## config.mk

```make
export PLATFORM = sky130hd
export DESIGN_NAME = key_repeat
export DESIGN_NICKNAME = d
export VERILOG_FILES = /design/src/rtl/tetris_pkg.sv /design/src/rtl/key_channel.sv /design/src/rtl/key_repeat.sv
export SDC_FILE = /design/constraint.sdc
export NUM_CORES = 1
export LEC_CHECK = 0
export ABC_AREA = 1
export CORE_MARGIN = 2
export CORE_UTILIZATION = 30
export CTS_CLUSTER_DIAMETER = 60
export DETAILED_ROUTE_END_ITERATION = 6
export HOLD_SLACK_MARGIN = 0.08
export SKIP_CTS_REPAIR_TIMING = 1
export SLEW_MARGIN = 5
export SYNTH_ARGS = -nofsm -noshare
export SYNTH_HDL_FRONTEND = slang
export SYNTH_SLANG_ARGS = --single-unit
```

## constraint.sdc

```tcl
create_clock -name CLOCK_50 -period 1.7 [get_ports CLOCK_50]
set_clock_uncertainty 0.05 [all_clocks]
set_input_delay 0.425 -clock CLOCK_50 [delete_from_list [all_inputs] [get_ports CLOCK_50]]
set_output_delay 0.425 -clock CLOCK_50 [all_outputs]
set_load 0.05 [all_outputs]
```

## src/rtl/tetris_pkg.sv

```systemverilog
// tetris_pkg: constants shared by the key input front end and the game logic.
//   KEY_*            : bit position of each button in the keys_n / cmd_pulse / held vectors
//   ST_*             : per-button channel state encoding
//   DEF_*            : default timing in 10 ms ticks (at 100 Hz)
//   timer_width()    : width of the DAS/ARR timer, at least 1 bit
package tetris_pkg;

  localparam int KEY_LEFT   = 0;
  localparam int KEY_RIGHT  = 1;
  localparam int KEY_ROTATE = 2;
  localparam int KEY_DROP   = 3;

  localparam logic [1:0] ST_IDLE   = 2'd0;
  localparam logic [1:0] ST_DAS    = 2'd1;
  localparam logic [1:0] ST_REPEAT = 2'd2;
  localparam logic [1:0] ST_HOLD   = 2'd3;

  localparam int         DEF_N_KEYS         = 4;
  localparam int         DEF_DEBOUNCE_TICKS = 2;
  localparam int         DEF_DAS_TICKS      = 17;
  localparam int         DEF_ARR_TICKS      = 5;
  localparam logic [3:0] DEF_REPEAT_MASK    = 4'b0011;

  // The timer only has to hold 0 .. max(DAS,ARR)-1; never let it collapse to 0 bits.
  function automatic int timer_width(input int das, input int arr);
    int m;
    m = (das > arr) ? das : arr;
    return (m < 2) ? 1 : $clog2(m);
  endfunction

endpackage

```

## src/rtl/key_channel.sv

```systemverilog
// key_channel: one push button.
// It synchronizes the raw active-low level, debounces it on tick edges and runs
// the IDLE/DAS/REPEAT/HOLD auto-repeat machine.
//   clk, rst_n : system clock, async active-low reset
//   tick       : one-cycle sample strobe
//   key_n      : raw button, 0 = pressed, asynchronous
//   held       : debounced state, 1 = pressed (registered)
//   raw_pulse  : combinational, 1 on the tick edge that produces a command
module key_channel
  import tetris_pkg::*;
#(
  parameter int DEBOUNCE_TICKS = DEF_DEBOUNCE_TICKS,
  parameter int DAS_TICKS      = DEF_DAS_TICKS,
  parameter int ARR_TICKS      = DEF_ARR_TICKS,
  parameter bit REPEAT_EN      = 1'b0
) (
  input  logic clk,
  input  logic rst_n,
  input  logic tick,
  input  logic key_n,
  output logic held,
  output logic raw_pulse
);

  localparam int TW = timer_width(DAS_TICKS, ARR_TICKS);
  localparam int CW = (DEBOUNCE_TICKS < 2) ? 1 : $clog2(DEBOUNCE_TICKS);

  localparam logic [CW-1:0] DB_LAST  = CW'(DEBOUNCE_TICKS - 1);
  localparam logic [TW-1:0] DAS_LAST = TW'(DAS_TICKS - 1);
  localparam logic [TW-1:0] ARR_LAST = TW'(ARR_TICKS - 1);

  logic [1:0]    sync;
  logic          sample;
  logic [CW-1:0] db_cnt;
  logic          accept;
  logic [1:0]    state, state_next;
  logic [TW-1:0] timer, timer_next;

  // Reset to "released" so a button held through reset is seen as a new press.
  always_ff @(posedge clk or negedge rst_n) begin
    if (!rst_n) sync <= 2'b11;
    else        sync <= {sync[0], key_n};
  end

  assign sample = ~sync[1];

  // The counter is compared before incrementing, so a new level must be seen on
  // DEBOUNCE_TICKS consecutive ticks before held follows it.
  assign accept = tick && (sample != held) && (db_cnt == DB_LAST);

  always_ff @(posedge clk or negedge rst_n) begin
    if (!rst_n) begin
      db_cnt <= '0;
      held   <= 1'b0;
    end else if (tick) begin
      if (sample == held) begin
        db_cnt <= '0;
      end else if (accept) begin
        held   <= ~held;
        db_cnt <= '0;
      end else begin
        db_cnt <= db_cnt + CW'(1);
      end
    end
  end

  // An accepted release beats everything else; held is still 1 on that edge.
  always_comb begin
    state_next = state;
    timer_next = timer;
    raw_pulse  = 1'b0;
    if (tick) begin
      if (accept && held) begin
        state_next = ST_IDLE;
        timer_next = '0;
      end else begin
        case (state)
          ST_IDLE: begin
            if (accept) begin
              raw_pulse  = 1'b1;
              state_next = REPEAT_EN ? ST_DAS : ST_HOLD;
              timer_next = '0;
            end
          end
          ST_DAS: begin
            if (timer == DAS_LAST) begin
              raw_pulse  = 1'b1;
              timer_next = '0;
              state_next = ST_REPEAT;
            end else begin
              timer_next = timer + TW'(1);
            end
          end
          ST_REPEAT: begin
            if (timer == ARR_LAST) begin
              raw_pulse  = 1'b1;
              timer_next = '0;
            end else begin
              timer_next = timer + TW'(1);
            end
          end
          default: begin
          end
        endcase
      end
    end
  end

  always_ff @(posedge clk or negedge rst_n) begin
    if (!rst_n) begin
      state <= ST_IDLE;
      timer <= '0;
    end else begin
      state <= state_next;
      timer <= timer_next;
    end
  end

endmodule

```

## src/rtl/key_repeat.sv

```systemverilog
// key_repeat: button front end for the game-logic FSM.
//   CLOCK_50    : 50 MHz system clock
//   resetn      : async active-low reset
//   tick_input  : 100 Hz one-cycle sample strobe
//   keys_n      : raw buttons, 0 = pressed (bit 0 left, 1 right, 2 rotate, 3 drop)
//   game_active : 1 = commands enabled, 0 = cmd_pulse held low
//   cmd_pulse   : one-cycle command strobes, high in the cycle after the tick edge
//   held        : debounced pressed state per button
module key_repeat
  import tetris_pkg::*;
#(
  parameter int                N_KEYS         = DEF_N_KEYS,
  parameter int                DEBOUNCE_TICKS = DEF_DEBOUNCE_TICKS,
  parameter int                DAS_TICKS      = DEF_DAS_TICKS,
  parameter int                ARR_TICKS      = DEF_ARR_TICKS,
  parameter logic [N_KEYS-1:0] REPEAT_MASK    = DEF_REPEAT_MASK
) (
  input  logic              CLOCK_50,
  input  logic              resetn,
  input  logic              tick_input,
  input  logic [N_KEYS-1:0] keys_n,
  input  logic              game_active,
  output logic [N_KEYS-1:0] cmd_pulse,
  output logic [N_KEYS-1:0] held
);

  logic [N_KEYS-1:0] raw;
  logic [N_KEYS-1:0] keep;

  for (genvar g = 0; g < N_KEYS; g++) begin : g_ch
    key_channel #(
      .DEBOUNCE_TICKS (DEBOUNCE_TICKS),
      .DAS_TICKS      (DAS_TICKS),
      .ARR_TICKS      (ARR_TICKS),
      .REPEAT_EN      (REPEAT_MASK[g])
    ) u_ch (
      .clk       (CLOCK_50),
      .rst_n     (resetn),
      .tick      (tick_input),
      .key_n     (keys_n[g]),
      .held      (held[g]),
      .raw_pulse (raw[g])
    );
  end

  // Left and right firing together cancel each other; the channels keep running.
  if (N_KEYS >= 2) begin : g_opp
    always_comb begin
      keep = raw;
      if (raw[KEY_LEFT] && raw[KEY_RIGHT]) begin
        keep[KEY_LEFT]  = 1'b0;
        keep[KEY_RIGHT] = 1'b0;
      end
    end
  end else begin : g_no_opp
    assign keep = raw;
  end

  always_ff @(posedge CLOCK_50 or negedge resetn) begin
    if (!resetn)          cmd_pulse <= '0;
    else if (game_active) cmd_pulse <= keep;
    else                  cmd_pulse <= '0;
  end

endmodule

```

==> results by group, run 1 <==
STA
  • Endpoints failing hold: 0
  • Hold_ws: between 0.3 and 0.4 ns
  • RSZ-0062 raised after global routing: no
  • Max frequency: roughly 650 MHz
  • Tightest Pin Transition: ~0.35 ns
  • Max-slew violations: 0
  • Setup Viol. Count Final: 0
  • Final min period: roughly 1.5 ns
  • Max-slew headroom: between 70% and 80%
  • Fin crit share: between 90% and 100%

Layout
  • N_diodes: 0
  • Fill count: ~1,000
  • Area grow syn2layout: 22.6%
  • Fraction of layout instances using a drive strength above 1: between 15 and 20%
  • Post-route cell area: between 0.003 and 0.004 mm²
  • Layout Nets: ~490

Synth
  • Share of the yosys chip area belonging to registers: between 30 and 40%
  • Most frequent cell after synthesis: nand2_1
  • Count of cell types in the netlist: 30
  • EDFF count, synth: 0
  • Top cells by count, synth: nand2_1, inv_1, nand3_1
  • Dominant cells by area after synthesis: dfrtp_1, nand2_1, ha_1, inv_1, nand3_1
  • Yosys warning count: 0
  • Post-Syn Area: between 0.003 and 0.004 mm²
  • Most common flop cell mapped by yosys: dfrtp_1
  • Syn nets: 448
  • Yosys top cell by area: dfrtp_1
  • Syn Area/Cell: 7.52 µm²
  • Post-synth top area share: 32.0%
  • Yosys reg bits: 48
  • Post-Syn Instances: approximately 420
  • Async SR Flop Fraction: 100%

Place
  • RePlAce Congestion: roughly 0.8
  • Post-DP Area: approximately 0.0036 mm²
  • HPWL Detailed: 4820 µm
  • Buffers on Ports: 15

Worst setup path
  • Flop-to-flop setup slack: 0.16 ns
  • Worst path cell trace: inv_1, ha_1, nor2_2, nand2_4, nand2_4, clkinv_2, nand2_1, nand2_1, nor2_2
  • Slowest CP cell: dfrtp_1
  • Critical path peak fanout: 7
  • CP delay by family, top: simple AND/OR/NAND/NOR gates
  • Worst path max stage delay: roughly 0.42 ns
  • Crit. End Element: flop
  • Crit Path Category: flop to flop
  • Critical Path AT: 1.74 ns
  • Buf+Inv Stages, Crit Path: 2
  • Startpoint types: flop
  • CP Data Required Time: between 1.5 and 2 ns

CTS
  • H-tree Lvls: 2
  • CTS clk-pin slew, worst paths: ~0.090 ns
  • Clk root buf: clkbuf_8
  • Clk_lat worst skew: 0.31 ns
  • CTS buffer count: 5
  • Clk buf depth: 2
  • Num Clock Sinks: 48
  • CTS tree: yes

Detailed routing
  • Drt total wl: about 6300 µm
  • DRT iter0 DRCs: around 100
  • Routed wire length per instance: roughly 11 µm
  • Drt pass-1 iters: 4
  • Routed vias/inst: approximately 4.5
  • DRC viols: 0
  • Vias: roughly 2,600
  • Routed Antenna Nets: 0

Hold path
  • Hold Path Class: flop to flop

Floorplanning
  • Die ar.: ~0.011 mm²
  • Initial Util: roughly 31%
  • Die Height: between 100 and 150 µm
  • Die X: 106 µm
  • Core area: between 0.01 and 0.015 mm²
  • Row count: 37
  • Number of I/O pins: 16

Global route
  • Vias in the first global route: between 2,000 and 3,000
  • Total GRT Usage: between 10% and 20%
  • Initial antenna violation count: 0
  • First-pass GRT wire length: ~11,000 µm
  • GRT overflow: 0
  • Pin count of the biggest net entering global routing: 36

Run status
  • Status: completed

Power and ir drop
  • IR drop worst, VDD: about 0.43 mV
  • Tot Pwr: about 5.4 mW
  • Lkg Pwr: 1.96 nW
  • PwrDens: about 1400 mW/mm²

Job
  • Max-capacitance violation count: 0
## placed cells by master (no fill, tap or decap), types with 7 or more instances in the layout
master   Yosys  final
nor2_1      32     31
buf_12       0      9
nand3_1     45     44
inv_1       73     71
nand4_1     13     13
dfrtp_1     40     40
o21ai_1      9      9
buf_4        4     20
a21oi_1      7      7
dfstp_2      8      8
ha_1        24     24
o21ai_0     14     14
nand2_1    110    110
## flip-flops by register name (all words and copies together) (netlist names)
signal,count
g_ch.u_ch.timer,20
g_ch.u_ch.state,8
g_ch.u_ch.sync,8
cmd_pulse,4
g_ch.u_ch.db_cnt,4
g_ch.u_ch.held,4
## cell type report
type	count	area [µm²]	share of cell area (%)
Tap cell	136	170	4.44
Sequential cell	48	1210	31.6
Clock inverter	2	35.0	0.914
Multi-Input combinational cell	284	1610	42.1
Inverter	78	299	7.80
Timing Repair Buffer	39	430	11.2
Clock buffer	6	72.6	1.89
## worst register-to-register path, delay by kind of cell (launching register included)
family | cells | cell delay (ns)
buf+inv | 2 | 0.15
simple gates | 6 | 0.53
flops | 1 | 0.42
fa+ha+maj | 1 | 0.33
## stage by stage
stage / utilization, % / setup slack [ns] / std cells / TNS (ns)
final: 37.5 / 0.158 / 593 / 0
after global placement: 35.6 / -0.236 / 581 / -5.37
after CTS: 36.6 / 0.0445 / 589 / 0
after global routing: 37.5 / 0.0197 / 593 / 0
after floorplan: - / 0.259 / 416 / 0
after detailed placement: 35.6 / -0.285 / 581 / -6.22
## cells by family (layout without fill, tap and decap cells)
group / after synthesis / count (layout) / share of synthesized area (%)
adder cells (fa/ha/maj): 24 / 24 / 9.60
XOR/XNOR: 4 / 4 / 1.12
AO/OA/AOI/OAI: 39 / 39 / 7.04
flip-flops: 48 / 48 / 38.7
buffers and inverters: 84 / 125 / 10.9
AND/OR/NAND/NOR: 217 / 217 / 32.6
## layer usage
metal	vias up	GRT usage, %	wire [µm]
met5	-	0	0
li1	1390	-	-
met2	18	20.9	3090
met1	1232	15.3	2990
met3	6	2.33	143
met4	0	4.79	108
## where the power goes
part,total (mW),switching (mW),internal [mW]
clock,0.840,0.403,0.437
combinational,2.82,1.71,1.12
sequential,1.75,0.335,1.41
total,5.41,2.44,2.96
## final timing paths
kind | to | startpoint | cells past startpoint
min | g_ch[0].u_ch.sync[1] | g_ch[0].u_ch.sync[0] | 0
max in group asynchronous | g_ch[1].u_ch.sync[0] | resetn | 3
max | g_ch[3].u_ch.timer[2] | g_ch[3].u_ch.state[1] | 9
min reg2reg | g_ch[0].u_ch.sync[1] | g_ch[0].u_ch.sync[0] | 0
max reg2reg | g_ch[3].u_ch.timer[2] | g_ch[3].u_ch.state[1] | 9
min in group asynchronous | g_ch[0].u_ch.timer[1] | resetn | 2
No activity file was read; power rests on OpenSTA's default activity.
==> inputs of run 2 (changes only) <==
--- a/config.mk
+++ b/config.mk
@@ -6,11 +6,15 @@
 export NUM_CORES = 1
 export LEC_CHECK = 0
 export ABC_AREA = 1
+export CELL_PAD_IN_SITES_DETAIL_PLACEMENT = 1
+export CELL_PAD_IN_SITES_GLOBAL_PLACEMENT = 1
 export CORE_MARGIN = 2
 export CORE_UTILIZATION = 30
 export CTS_CLUSTER_DIAMETER = 60
 export DETAILED_ROUTE_END_ITERATION = 6
+export DONT_BUFFER_PORTS = 1
 export HOLD_SLACK_MARGIN = 0.08
+export PLACE_DENSITY_LB_ADDON = 0.1
 export SKIP_CTS_REPAIR_TIMING = 1
 export SLEW_MARGIN = 5
 export SYNTH_ARGS = -nofsm -noshare
==> run 2 against run 1 <==
Largest power group unchanged. Sequential power is essentially flat. Non-clock buffer count shrank 28. Maximum frequency is essentially flat. Critical path depth shrank 2. Global-route usage grew 1.5 points. Critical path type unchanged. Cell area shrank 9.6%. Via count shrank 2.9%.
==> results by group, run 2 (synthesis gave the netlist of run 1 again) <==
Run status
  • Status: completed

Detailed routing
  • Drt total wl: 7200 µm (+14%)
  • Routed Antenna Nets: 0 (unchanged)
  • DRC viols: 0 (unchanged)
  • Routed vias/inst: 4.55 (+1.9%)
  • Drt pass-1 iters: 4 (unchanged)
  • Routed wire length per instance: 12.7 µm (+19%)
  • DRT iter0 DRCs: 33 (-68%)
  • Vias: 2,569 (-2.9%)

Global route
  • First-pass GRT wire length: 12,400 µm (+10%)
  • GRT overflow: 0 (unchanged)
  • Total GRT Usage: 13.7% (+1.5 points)
  • Pin count of the biggest net entering global routing: 49 (+36%)
  • Vias in the first global route: 2,611 (+0.93%)
  • Initial antenna violation count: 0 (unchanged)

Worst setup path
  • CP Data Required Time: 1.88 ns (-0.02 ns)
  • Critical path peak fanout: 5 (-2)
  • End of the worst register-to-register path: g_ch[1].u_ch.timer[0]
  • FF-to-FF path depth: 7 (-2)
  • Worst flop-to-flop path startpoint: g_ch[1].u_ch.state[0]
  • Crit. End Element: flop
  • Critical Path AT: 1.72 ns (-0.02 ns)
  • Startpoint types: flop
  • Crit Path Category: flop to flop
  • Flop-to-flop setup slack: 0.16 ns (about the same)

Floorplanning
  • Number of I/O pins: 16 (unchanged)
  • Core area: 0.0102 mm² (unchanged)
  • Initial Util: 30.6% (unchanged)
  • Row count: 37 (unchanged)
  • Die Height: 106 µm (unchanged)
  • Die X: 106 µm (unchanged)
  • Die ar.: 0.0113 mm² (unchanged)

CTS
  • CTS tree: yes
  • CTS clk-pin slew, worst paths: 0.10 ns (about the same)
  • CTS buffer count: 5 (unchanged)
  • Clk buf depth: 2 (unchanged)
  • Clk root buf: clkbuf_8
  • Clk_lat worst skew: 0.31 ns (about the same)
  • H-tree Lvls: 2 (unchanged)
  • Num Clock Sinks: 48 (unchanged)

STA
  • Fin crit share: 90.7% (about the same)
  • RSZ-0062 raised after global routing: no
  • Endpoints failing hold: 0 (unchanged)
  • Setup Viol. Count Final: 0 (unchanged)
  • Max-slew violations: 0 (unchanged)
  • Final min period: 1.54 ns (-0.000425 ns)
  • Tightest Pin Transition: 0.451 ns (+0.100 ns)
  • Setup_tns: 0 ns (unchanged)
  • Max-slew headroom: 69.9% (-6.6 points)
  • Max frequency: 649 MHz (about the same)

Job
  • Max-capacitance violation count: 0 (unchanged)

Layout
  • Layout Nets: 460 (-5.7%)
  • Commonest non-fill, non-tap cell in the layout: nand2_1
  • Top Registers: g_ch.u_ch.timer (20), g_ch.u_ch.state (8), g_ch.u_ch.sync (8)
  • Finished Core Util: 33.9% (-3.6 points)
  • Fraction of layout instances using a drive strength above 1: 11.0% (-5.5 points)
  • Post-route cell area: 0.00347 mm² (-9.6%)
  • Finished Layout Cells: 565 (-4.7%)
  • Leading cell types in the layout, fill and taps excluded: nand2_1, inv_1, nand3_1
  • N_diodes: 0 (unchanged)
  • Max reg flops: 20 (unchanged)
  • Largest register by flop count: g_ch.u_ch.timer
  • Area grow syn2layout: 10.8%

Place
  • HPWL Detailed: 5370 µm (+11%)
  • Post-DP Area: 0.00329 mm² (-9.6%)
  • RePlAce Congestion: 0.743 (-9.2%)
  • Inst Count DP: 551 (-5.2%)
  • Buffers on Ports: 0 (-15)

Power and ir drop
  • Tot Pwr: 4.98 mW (-7.9%)
  • PwrDens: 1440 mW/mm² (+1.9%)
  • Lkg Pwr: 1.77 nW (-9.4%)
  • IR drop worst, VDD: 0.522 mV (+23%)

Hold path
  • WHS Endpoint: cmd_pulse[0]
  • Hold Path Depth: 2 (+2)
  • Hold Path Class: input port to flop
  • Startpoint of the worst hold path: game_active
[run 2: cell types whose count changed in the layout (fill, tap and decap cells not counted), sizes merged]
cell | before | now
buf | 32 | 6
bufinv | 1 | 0
clkdlybuf4s50 | 5 | 0
clkinv | 3 | 2
clkinvlp | 1 | 2
dlygate4sd3 | 1 | 5
dlymetal6s2s | 1 | 0
inv | 75 | 76
[run 2: metrics by stage]
step | worst slack, ns | hold WS (ns)
3_3_place_gp | 0.171 | 0.0808
4_1_cts | 0.102 | -0.279
6_report | 0.158 | 0.172
2_1_floorplan | 0.259 | 0.0794
3_5_place_dp | 0.129 | 0.0809
5_1_grt | 0.0127 | 0.162
[run 2: worst max path at each step]
stage                               start                    end  cells after the start
floorplan           g_ch[3].u_ch.state[0]  g_ch[3].u_ch.timer[2]                      9
global placement    g_ch[1].u_ch.state[0]  g_ch[1].u_ch.timer[0]                      7
detailed placement  g_ch[3].u_ch.state[0]  g_ch[3].u_ch.timer[2]                      9
CTS                 g_ch[3].u_ch.state[0]  g_ch[3].u_ch.timer[2]                      9
global route        g_ch[3].u_ch.state[0]  g_ch[3].u_ch.timer[2]                      9
finish              g_ch[1].u_ch.state[0]  g_ch[1].u_ch.timer[0]                      7
[run 2: cell type report]
type                    count  area (µm²)
well taps                 136         170
multi-input cells         284        1580
flip-flops and latches     48        1210
clock inverters             2        15.0
clock buffers               6        82.6
fillers                  1256        6770
inverters                  78         295
repair buffers             11         115
[run 2: routing by layer]
metal  wire (µm)  GRT usage, %  vias up
met5           0             0        -
met3         146          2.45        5
li1            -             -     1334
met1        3670          18.5     1215
met4          78          3.67        0
met2        3300          22.7       15
[run 2: worst max-delay path, cell delays in order, from the launching register on]
cell      delay, ns
dfrtp_1        0.41
inv_1          0.08
ha_1           0.31
inv_1          0.12
nand3_2        0.10
nand2_2        0.13
clkinv_2       0.09
o21ai_0        0.17
[run 2: power by group]
| group | switching [mW] | internal [mW] | total (mW) |
|---|---|---|---|
| Combinational | 1.67 | 0.821 | 2.49 |
| Clock | 0.439 | 0.331 | 0.769 |
| Sequential | 0.309 | 1.41 | 1.72 |
| Total | 2.42 | 2.56 | 4.98 |
